`config.mk`:
```
export PLATFORM = sky130hd
export DESIGN_NAME = alu_result_stage_flat
export DESIGN_NICKNAME = d
export VERILOG_FILES = /design/src/rtl/cpu_alu_pkg.sv /design/src/rtl/alu_result_stage_if.sv /design/src/rtl/alu_flag_gen.sv /design/src/rtl/alu_result_stage.sv /design/src/flat_wrapper.sv
export SDC_FILE = /design/constraint.sdc
export NUM_CORES = 1
export LEC_CHECK = 0
export ABC_AREA = 1
export BUFFER_PORTS_ARGS = -buffer_cell sky130_fd_sc_hd__buf_2
export CORE_ASPECT_RATIO = 1.5
export CORE_UTILIZATION = 52
export DETAILED_ROUTE_END_ITERATION = 8
export HOLD_SLACK_MARGIN = 0.08
export PLACE_DENSITY = 0.78
export SLEW_MARGIN = 20
export SYNTH_ARGS = -nofsm -noshare
export SYNTH_HDL_FRONTEND = slang
export SYNTH_SLANG_ARGS = --single-unit
```
`constraint.sdc`:
```
create_clock -name clk -period 1.85 [get_ports clk]
set_clock_uncertainty 0.15 [all_clocks]
set_input_delay 0.0925 -clock clk [delete_from_list [all_inputs] [get_ports clk]]
set_output_delay 0.0925 -clock clk [all_outputs]
set_load 0.1 [all_outputs]
```
`src/rtl/cpu_alu_pkg.sv`:
```
// Shared ALU definitions: default datapath width, flag bit positions within
// the 4-bit {N,Z,C,V} flag vector, and the add/subtract select encoding.
package cpu_alu_pkg;
    localparam int ALU_WIDTH = 16;

    localparam int FLAG_N = 3;
    localparam int FLAG_Z = 2;
    localparam int FLAG_C = 1;
    localparam int FLAG_V = 0;

    localparam logic SEL_ADD = 1'b0;
    localparam logic SEL_SUB = 1'b1;

    typedef logic [3:0] flags_t;
endpackage

```
`src/rtl/alu_result_stage_if.sv`:
```
// Handshake bundle between the adder/subtractor, the result stage and the
// downstream consumer.
//   in_valid/in_ready   : upstream push handshake
//   sum, cout, sel      : adder result, carry out, op (0 add, 1 sub)
//   in0_msb, in1_msb    : raw operand sign bits for overflow
//   out_valid/out_ready : downstream pop handshake
//   out_res, out_flags  : head entry result and {N,Z,C,V}
//   last_flags          : flags of the most recently popped entry
// Modports: slave = result stage view, master = upstream/downstream view.
interface alu_result_stage_if #(
    parameter int WIDTH = cpu_alu_pkg::ALU_WIDTH
);
    logic             in_valid;
    logic             in_ready;
    logic [WIDTH-1:0] sum;
    logic             cout;
    logic             sel;
    logic             in0_msb;
    logic             in1_msb;
    logic             out_valid;
    logic             out_ready;
    logic [WIDTH-1:0] out_res;
    logic [3:0]       out_flags;
    logic [3:0]       last_flags;

    modport slave (
        input  in_valid, sum, cout, sel, in0_msb, in1_msb, out_ready,
        output in_ready, out_valid, out_res, out_flags, last_flags
    );

    modport master (
        output in_valid, sum, cout, sel, in0_msb, in1_msb, out_ready,
        input  in_ready, out_valid, out_res, out_flags, last_flags
    );
endinterface

```
`src/rtl/alu_flag_gen.sv`:
```
// Combinational {N,Z,C,V} generator for an adder/subtractor result.
// Ports: sum, cout, sel, in0_msb, in1_msb in; flags out.
// C is the raw carry out (no borrow inversion on subtract).
// Macro ALU_RESULT_OVF_EN: when defined V is computed from the operand and
// result sign bits; when undefined V is tied to 0 and the msb inputs and
// sel are unused.
module alu_flag_gen
    import cpu_alu_pkg::*;
#(
    parameter int WIDTH = ALU_WIDTH
) (
    input  logic [WIDTH-1:0] sum,
    input  logic             cout,
    input  logic             sel,
    input  logic             in0_msb,
    input  logic             in1_msb,
    output flags_t           flags
);
    logic res_msb;
    assign res_msb = sum[WIDTH-1];

`ifdef ALU_RESULT_OVF_EN
    // Subtract flips the effective sign of in1, so the same-sign test inverts.
    logic ovf;
    always_comb begin
        if (sel == SEL_SUB)
            ovf = (in0_msb != in1_msb) && (res_msb != in0_msb);
        else
            ovf = (in0_msb == in1_msb) && (res_msb != in0_msb);
    end
`else
    logic ovf;
    logic unused_ovf_inputs;
    assign ovf               = 1'b0;
    assign unused_ovf_inputs = ^{sel, in0_msb, in1_msb};
`endif

    always_comb begin
        flags         = '0;
        flags[FLAG_N] = res_msb;
        flags[FLAG_Z] = (sum == '0);
        flags[FLAG_C] = cout;
        flags[FLAG_V] = ovf;
    end
endmodule

```
`src/rtl/alu_result_stage.sv`:
```
// ALU result stage: captures adder/subtractor results with their flags into
// a small circular FIFO and presents the head entry downstream.
// Ports: clk, rst (sync, active-high), bus (alu_result_stage_if.slave).
// Flags are computed at push time by alu_flag_gen; an entry is visible on
// out_* the cycle after it is pushed, and outputs come only from registers.
// Optional overflow flag: macro ALU_RESULT_OVF_EN (see alu_flag_gen).
module alu_result_stage
    import cpu_alu_pkg::*;
#(
    parameter int WIDTH = ALU_WIDTH,
    parameter int DEPTH = 2
) (
    input  logic                 clk,
    input  logic                 rst,
    alu_result_stage_if.slave    bus
);
    localparam int PW = (DEPTH > 1) ? $clog2(DEPTH) : 1;
    localparam int CW = $clog2(DEPTH + 1);

    logic [WIDTH-1:0] mem_res   [DEPTH];
    flags_t           mem_flags [DEPTH];
    logic [PW-1:0]    wr_ptr;
    logic [PW-1:0]    rd_ptr;
    logic [CW-1:0]    occ;
    flags_t           last_flags;
    flags_t           new_flags;
    logic             in_ready;
    logic             out_valid;
    logic             push;
    logic             pop;

    alu_flag_gen #(.WIDTH(WIDTH)) u_flag_gen (
        .sum     (bus.sum),
        .cout    (bus.cout),
        .sel     (bus.sel),
        .in0_msb (bus.in0_msb),
        .in1_msb (bus.in1_msb),
        .flags   (new_flags)
    );

    // Both handshakes depend only on occupancy, never on the other side.
    assign in_ready  = (occ < CW'(DEPTH));
    assign out_valid = (occ != '0);
    assign push      = bus.in_valid && in_ready;
    assign pop       = out_valid && bus.out_ready;

    // DEPTH is a power of two, so pointers wrap naturally at PW bits.
    always_ff @(posedge clk) begin
        if (rst) begin
            wr_ptr     <= '0;
            rd_ptr     <= '0;
            occ        <= '0;
            last_flags <= '0;
            for (int i = 0; i < DEPTH; i++) begin
                mem_res[i]   <= '0;
                mem_flags[i] <= '0;
            end
        end else begin
            if (push) begin
                mem_res[wr_ptr]   <= bus.sum;
                mem_flags[wr_ptr] <= new_flags;
                wr_ptr            <= wr_ptr + PW'(1);
            end
            if (pop) begin
                last_flags <= mem_flags[rd_ptr];
                rd_ptr     <= rd_ptr + PW'(1);
            end
            case ({push, pop})
                2'b10:   occ <= occ + CW'(1);
                2'b01:   occ <= occ - CW'(1);
                default: occ <= occ;
            endcase
        end
    end

    assign bus.in_ready   = in_ready;
    assign bus.out_valid  = out_valid;
    assign bus.out_res    = mem_res[rd_ptr];
    assign bus.out_flags  = mem_flags[rd_ptr];
    assign bus.last_flags = last_flags;
endmodule

```
`src/flat_wrapper.sv`:
```
// flat-port wrapper written by rule: the top's interface ports become plain ports
module alu_result_stage_flat import cpu_alu_pkg::*;
#(
    parameter int WIDTH = ALU_WIDTH,
    parameter int DEPTH = 2
)
  (clk, rst, bus_in_valid, bus_sum, bus_cout, bus_sel, bus_in0_msb, bus_in1_msb, bus_out_ready, bus_in_ready, bus_out_valid, bus_out_res, bus_out_flags, bus_last_flags);
  alu_result_stage_if #(.WIDTH(WIDTH)) bus_i ();
  input  logic clk;
  input  logic rst;
  input wire logic [$bits(bus_i.in_valid)-1:0] bus_in_valid;
  input wire logic [$bits(bus_i.sum)-1:0] bus_sum;
  input wire logic [$bits(bus_i.cout)-1:0] bus_cout;
  input wire logic [$bits(bus_i.sel)-1:0] bus_sel;
  input wire logic [$bits(bus_i.in0_msb)-1:0] bus_in0_msb;
  input wire logic [$bits(bus_i.in1_msb)-1:0] bus_in1_msb;
  input wire logic [$bits(bus_i.out_ready)-1:0] bus_out_ready;
  output wire logic [$bits(bus_i.in_ready)-1:0] bus_in_ready;
  output wire logic [$bits(bus_i.out_valid)-1:0] bus_out_valid;
  output wire logic [$bits(bus_i.out_res)-1:0] bus_out_res;
  output wire logic [$bits(bus_i.out_flags)-1:0] bus_out_flags;
  output wire logic [$bits(bus_i.last_flags)-1:0] bus_last_flags;
  assign bus_i.in_valid = bus_in_valid;
  assign bus_i.sum = bus_sum;
  assign bus_i.cout = bus_cout;
  assign bus_i.sel = bus_sel;
  assign bus_i.in0_msb = bus_in0_msb;
  assign bus_i.in1_msb = bus_in1_msb;
  assign bus_i.out_ready = bus_out_ready;
  assign bus_in_ready = bus_i.in_ready;
  assign bus_out_valid = bus_i.out_valid;
  assign bus_out_res = bus_i.out_res;
  assign bus_out_flags = bus_i.out_flags;
  assign bus_last_flags = bus_i.last_flags;
  alu_result_stage #(.WIDTH(WIDTH), .DEPTH(DEPTH)) u_core (.clk(clk), .rst(rst), .bus(bus_i));
endmodule
```
==> results of run 1 <==
-- metrics by stage --
stage | util | cell area (sq um) | cells
finish | 0.713 | 2650 | 344
global route | 0.713 | 2650 | 344
global placement | 0.632 | 2350 | 317
CTS | 0.706 | 2620 | 344
floorplan | - | 2040 | 234
detailed placement | 0.632 | 2350 | 317
-- placed cells by master (no fill, tap or decap) --
| cell | count |
|---|---|
| buf_4 | 6 |
| dlygate4sd3_1 | 19 |
| edfxtp_1 | 36 |
| buf_2 | 30 |
| inv_1 | 31 |
| dfxtp_1 | 8 |
| nand2_4 | 1 |
| o21ai_0 | 1 |
| nor2_1 | 61 |
| conb_1 | 2 |
| nand4_4 | 1 |
| a21oi_1 | 1 |
| nor2_2 | 1 |
| clkinvlp_4 | 2 |
| nand2_2 | 2 |
| ha_1 | 1 |
| clkbuf_8 | 5 |
| nand2_1 | 73 |
| nand4_1 | 1 |
| inv_4 | 2 |
| clkbuf_4 | 10 |
| nand3_1 | 1 |
| buf_12 | 4 |
| clkinv_1 | 1 |
| clkbuf_1 | 1 |
-- report_power, final --
part | leakage (nW) | switching (W) | internal, W
registers | 0.442 | 0.0000667 | 0.00121
logic | 0.820 | 0.00145 | 0.000398
clock network | 0.0388 | 0.000306 | 0.000262
-- worst max-delay path, cell delays in order, from the launching register on --
cell     delay [ps]
dfxtp_1         480
buf_4           220
nand2_1          50
nand2_1          70
buf_2           420
-- layer usage --
layer | vias up | GRT usage | wire length (um)
li1 | 831 | - | -
met3 | 2 | 0.0562 | 128
met4 | 0 | 0.0895 | 34
met1 | 746 | 0.243 | 1570
met5 | - | 0 | 0
met2 | 38 | 0.386 | 2170
-- registers in the layout (all words and copies together) (netlist names), named ones only --
register	cells
u_core.rd_ptr	1
u_core.bus.last_flags	3
u_core.mem_flags	6
u_core.wr_ptr	1
u_core.occ	2
u_core.mem_res	30
-- cell families after synthesis --
| logic type | count (synthesis) | share of synthesized area |
|---|---|---|
| AOI/OAI and AO/OA | 2 | 0.00493 |
| other | 1 | 0.00185 |
| buffers and inverters | 44 | 0.0987 |
| and+or+nand+nor | 141 | 0.276 |
| adders and majority gates | 1 | 0.00617 |
| DFF | 44 | 0.612 |
-- layout make-up --
class / instances / area share
multi-input combinational: 146 / 0.225
timing repair buffer: 69 / 0.204
clock buffer: 6 / 0.0274
inverter: 34 / 0.0514
tap: 43 / 0.0203
clock inverter: 2 / 0.00425
sequential: 44 / 0.468
-- how the worst max path moves through the flow --
stage,slack [ps],cells after the start,from,to
finish,80,4,flop,bus_out_res[10]
global placement,330,5,u_core.occ[1]$_SDFFE_PP0P_,u_core.mem_res[0][2]$_SDFFCE_PN0P_
floorplan,70,6,flop,bus_out_res[15]
CTS,40,5,flop,bus_out_res[15]
detailed placement,310,5,u_core.occ[1]$_SDFFE_PP0P_,u_core.mem_res[0][2]$_SDFFCE_PN0P_
global route,0.5,4,flop,bus_out_res[5]
-- repair_timing --
item / CTS / global route
hold buffers: 19 / 0
endpoints found under the setup margin: 0 / 17
gates resized for setup: 0 / 12
setup buffers: 0 / 0
hold endpoints to repair: 37 / 0
==> results.yml, run 1 <==
clock_tree:
  cts_sinks: 44
  cts_tree: "built"
  clk_path_buf_depth: 2
  numCtsBuffers: 5
  root_buffer: "clkbuf_8"
  clk_latency_ps: 290
  h-tree-depth: 2
  clk_pin_slew_ps: 80
synth:
  yosysMostFrequentCell: "nand2_1"
  syn_area_per_cell_sq_um: 8.70
  synthTopCellsByArea: "edfxtp_1, nand2_1, nor2_1, dfxtp_1, inv_1"
  synth_edf_count: 36
  yosys.area.top_type: "edfxtp_1"
  synth_cells: 233
  synthTopCellsByCount: "nand2_1, nor2_1, edfxtp_1, inv_1, dfxtp_1"
  netlist.area_leader.share: 0.533
  yosysSeqAreaShare: 0.612
  async_reset_ff_frac: 0
  synth_warnings: 0
  ys_seq_elements: 44
  synthFlopType: "edfxtp_1"
  synthesis.area_sq_um: 2030
  yosysUniqueCellTypes: 18
setup_path:
  path_max_fanout: 7
  worstSetupPathType: "flop to output port"
  reg2reg_from: "u_core.occ[1]$_SDFFE_PP0P_"
  r2r.worst_path.cells: 5
  cp.arrival_ps: 1530
  crit_path_end_kind: "output port"
  crit_required_ps: 1610
  cp-start-kind: "flop"
  r2r_end: "u_core.mem_res[0][13]$_SDFFCE_PN0P_"
  regToRegSetupSlack_ps: 310
routing:
  totalWireLength_um: 3910
  ant_nets: 0
  first_iter_violations: 36
  num_vias: 1617
  drcViolationCount: 0
  wire_per_inst_um: 11.4
  firstDrtPassIters: 4
  vias_per_cell: 4.70
global_route:
  gr-usage-all-layers: 0.220
  grt_remaining_overflow: 0
  grt_antenna_before_repair: 0
  grt_pass1_vias: 1551
  grt_max_degree: 20
  grt_first_pass_wirelength_um: 6530
final_layout:
  num_antenna_cells: 0
  fill_cells: 307
  multi_input_area_sq_um: 596
  areaGrowthSynthToFinish_pct: 30.7
  drive_gt1_frac: 0.213
  register_area_sq_um: 1240
  nNetsFinal: 325
placement:
  gp_congestion: 0.795
  hpwl_um: 2520
  dp_slack_ps: 312
  port_buffers: 44
timing:
  drv_slew: 0
  hold_ws_ps: 157
  timing.final.ws_setup_ps: 82.1
  fmaxAchievable_mhz: 566
  finalSetupTns_ps: 0
  hold_viol: 0
  period_share: 0.956
  finalSetupViolations: 0
  rsz0062_at_grt: "false"
  period_needed_ps: 1770
floorplanning:
  row_count: 27
  die-area_sq_um: 4160
  io_pins: 50
  die_y_um: 78.5
  core_region_area_sq_um: 3720
  start_util: 0.546
  die_x_um: 53.0
hold_path:
  min-delay-start: "bus_out_ready"
  hold_depth: 6
  hold_end: "u_core.bus.last_flags[3]$_SDFFE_PP0P_"
  hold_path_class: "input pin to flop"
pwr:
  p_leak_nw: 1.30
  powerDensity_nw_per_um2: 1400
  power_w: 0.00370
  irDropWorstVdd_uv: 1250
status:
  status: "complete, no violations"
job:
  max_cap_violations: 0
Power figures use the tool's default switching activity.
==> run 2, diff against run 1 <==
--- a/config.mk
+++ b/config.mk
@@ -6,12 +6,14 @@
 export NUM_CORES = 1
 export LEC_CHECK = 0
 export ABC_AREA = 1
-export BUFFER_PORTS_ARGS = -buffer_cell sky130_fd_sc_hd__buf_2
+export ABC_CLOCK_PERIOD_IN_PS = 1850
 export CORE_ASPECT_RATIO = 1.5
-export CORE_UTILIZATION = 52
+export CORE_UTILIZATION = 62
 export DETAILED_ROUTE_END_ITERATION = 8
+export DONT_BUFFER_PORTS = 1
 export HOLD_SLACK_MARGIN = 0.08
 export PLACE_DENSITY = 0.78
+export SKIP_LAST_GASP = 1
 export SLEW_MARGIN = 20
 export SYNTH_ARGS = -nofsm -noshare
 export SYNTH_HDL_FRONTEND = slang
==> run 2 against run 1 <==
Against the previous run: power increased by 12%; global-route usage increased by 12 points; combinational power increased by 15%; maximum frequency about the same; register-to-register slack got worse by 40 ps; count of clock-buffer cells in the layout unchanged; cell count decreased by 7.0%; clock power increased by 29%.
==> results.yml, run 2 (synthesis results as in run 1) <==
clock_tree:
  cts_sinks: 44
  cts_tree: "built"
  clk_path_buf_depth: 2
  numCtsBuffers: 5
  h-tree-depth: 2
  clk_pin_slew_ps: 80
  cts_setup_buffers: 0
  clk_latency_ps: 300
  root_buffer: "clkbuf_8"
placement:
  hpwl_um: 2850
  dp_slack_ps: 318
  gp_congestion: 0.724
  placed_area_sq_um: 2450
  port_buffers: 0
global_route:
  top_usage_layer: "met2"
  grt_util_met2: 0.668
  grt_max_degree: 20
  grt_pass1_vias: 1826
  grt_first_pass_wirelength_um: 8490
  grt_remaining_overflow: 0
  gr-usage-all-layers: 0.340
  met3_usage: 0.0650
  grt_antenna_before_repair: 0
  globalRouteMet1Util: 0.317
floorplanning:
  die-area_sq_um: 3510
  core_region_area_sq_um: 3130
  row_count: 25
  die_x_um: 48.7
  io_pins: 50
  die_y_um: 72.1
  start_util: 0.648
final_layout:
  layout_commonest_cell: "nand2_1"
  drive_gt1_frac: 0.150
  fin_util: 0.885
  num_antenna_cells: 0
  fin_area_sq_um: 2770
  nNetsFinal: 304
  largest_register_ffs: 30
  areaGrowthSynthToFinish_pct: 36.5
  reg_top3: "u_core.mem_res x30, u_core.mem_flags x6, u_core.bus.last_flags x3"
  most-common-layout-cells: "nand2_1, nor2_1, edfxtp_1"
  regMostFlops: "u_core.mem_res"
setup_path:
  cp.arrival_ps: 1530
  worstSetupPathType: "flop to output port"
  regToRegSetupSlack_ps: 270
  crit_path_end_kind: "output port"
  r2r.worst_path.cells: 5
  slowest_stage: "dfxtp_1"
  path_max_fanout: 14
  critPathMaxStageDelay_ps: 480
  crit_top_cell: "nand2_1"
  r2r_end: "u_core.mem_res[0][1]$_SDFFCE_PN0P_"
  path_cells: "buf_4 > nand2_1 > nand2_1 > inv_1 > buf_12"
  crit_required_ps: 1610
  cp-start-kind: "flop"
  reg2reg_from: "u_core.occ[1]$_SDFFE_PP0P_"
hold_path:
  min-delay-start: "bus_sum[2]"
  hold_depth: 5
  hold_path_class: "input pin to flop"
  hold_end: "u_core.mem_flags[0][1]$_SDFFCE_PN0P_"
timing:
  period_needed_ps: 1770
  rsz0062_at_grt: "true"
  timing.final.ws_setup_ps: 81.5
  drv_slew: 0
  finalSetupTns_ps: 0
  fmaxAchievable_mhz: 565
  hold_ws_ps: 91.9
  finalSetupViolations: 0
  hold_viol: 0
  period_share: 0.956
routing:
  wire_per_inst_um: 16.7
  firstDrtPassIters: 4
  drcViolationCount: 0
  totalWireLength_um: 5330
  first_iter_violations: 91
  num_vias: 1694
  vias_per_cell: 5.29
  ant_nets: 0
pwr:
  irDropWorstVdd_uv: 1550
  powerDensity_nw_per_um2: 1500
  p_leak_nw: 1.29
status:
  status: "complete, no violations"
job:
  max_cap_violations: 0
run 2: changes by cell type in the layout (fill, tap and decap cells not counted), sizes merged:
cell and delta:
clkbuf -10, bufinv +1, dlygate4sd3 +2, clkinvlp -1, buf -13
run 2: final cells by class:
class                           count  area (sq um)
Inverter                           34           136
Tap cell                           40          50.0
Multi-Input combinational cell    146           596
Sequential cell                    44          1240
Clock inverter                      2          35.0
Timing Repair Buffer               48           638
Clock buffer                        6          72.6
Fill cell                         142           359
run 2: per-layer routing:
| metal | up-vias | part of all wire | wire (um) |
|---|---|---|---|
| met4 | 0 | 0.047 | 251 |
| met2 | 83 | 0.58 | 3110 |
| met3 | 22 | 0.047 | 253 |
| li1 | 793 | - | - |
| met1 | 796 | 0.32 | 1720 |
| met5 | - | 0 | 0 |
run 2: worst max-delay path by stage:
stage	from	to	slack, ps	depth (start not counted)
after detailed placement	u_core.occ[1]$_SDFFE_PP0P_	u_core.mem_res[0][0]$_SDFFCE_PN0P_	320	5
final	flop	bus_out_flags[2]	80	5
after global routing	flop	bus_out_flags[2]	-30	5
after CTS	flop	bus_out_flags[3]	60	5
after global placement	u_core.occ[1]$_SDFFE_PP0P_	u_core.mem_res[0][0]$_SDFFCE_PN0P_	340	5
after floorplan	flop	bus_out_res[15]	70	6
run 2: critical path, delay by kind of cell, from the launching register on:
| family | cells | cell delay, ps |
|---|---|---|
| and+or+nand+nor | 2 | 200 |
| buffers and inverters | 3 | 530 |
| DFF | 1 | 480 |
run 2: repair_timing:
| item | 4_1_cts | 5_1_grt |
|---|---|---|
| gates resized for setup | 0 | 2 |
| hold buffers | 21 | 0 |
| setup endpoints to repair | 0 | 2 |
| endpoints found under the hold margin | 44 | 0 |
run 2: stage by stage:
step	power, W	cells
after floorplan	0.00275	234
after global placement	0.00331	291
after detailed placement	0.00335	291
after CTS	0.00411	320
after global routing	0.00428	320
final	0.00415	320
run 2: power breakdown:
part	switching (W)	internal (W)
Sequential	0.0000801	0.00122
Clock	0.000334	0.000401
Combinational	0.00153	0.000588
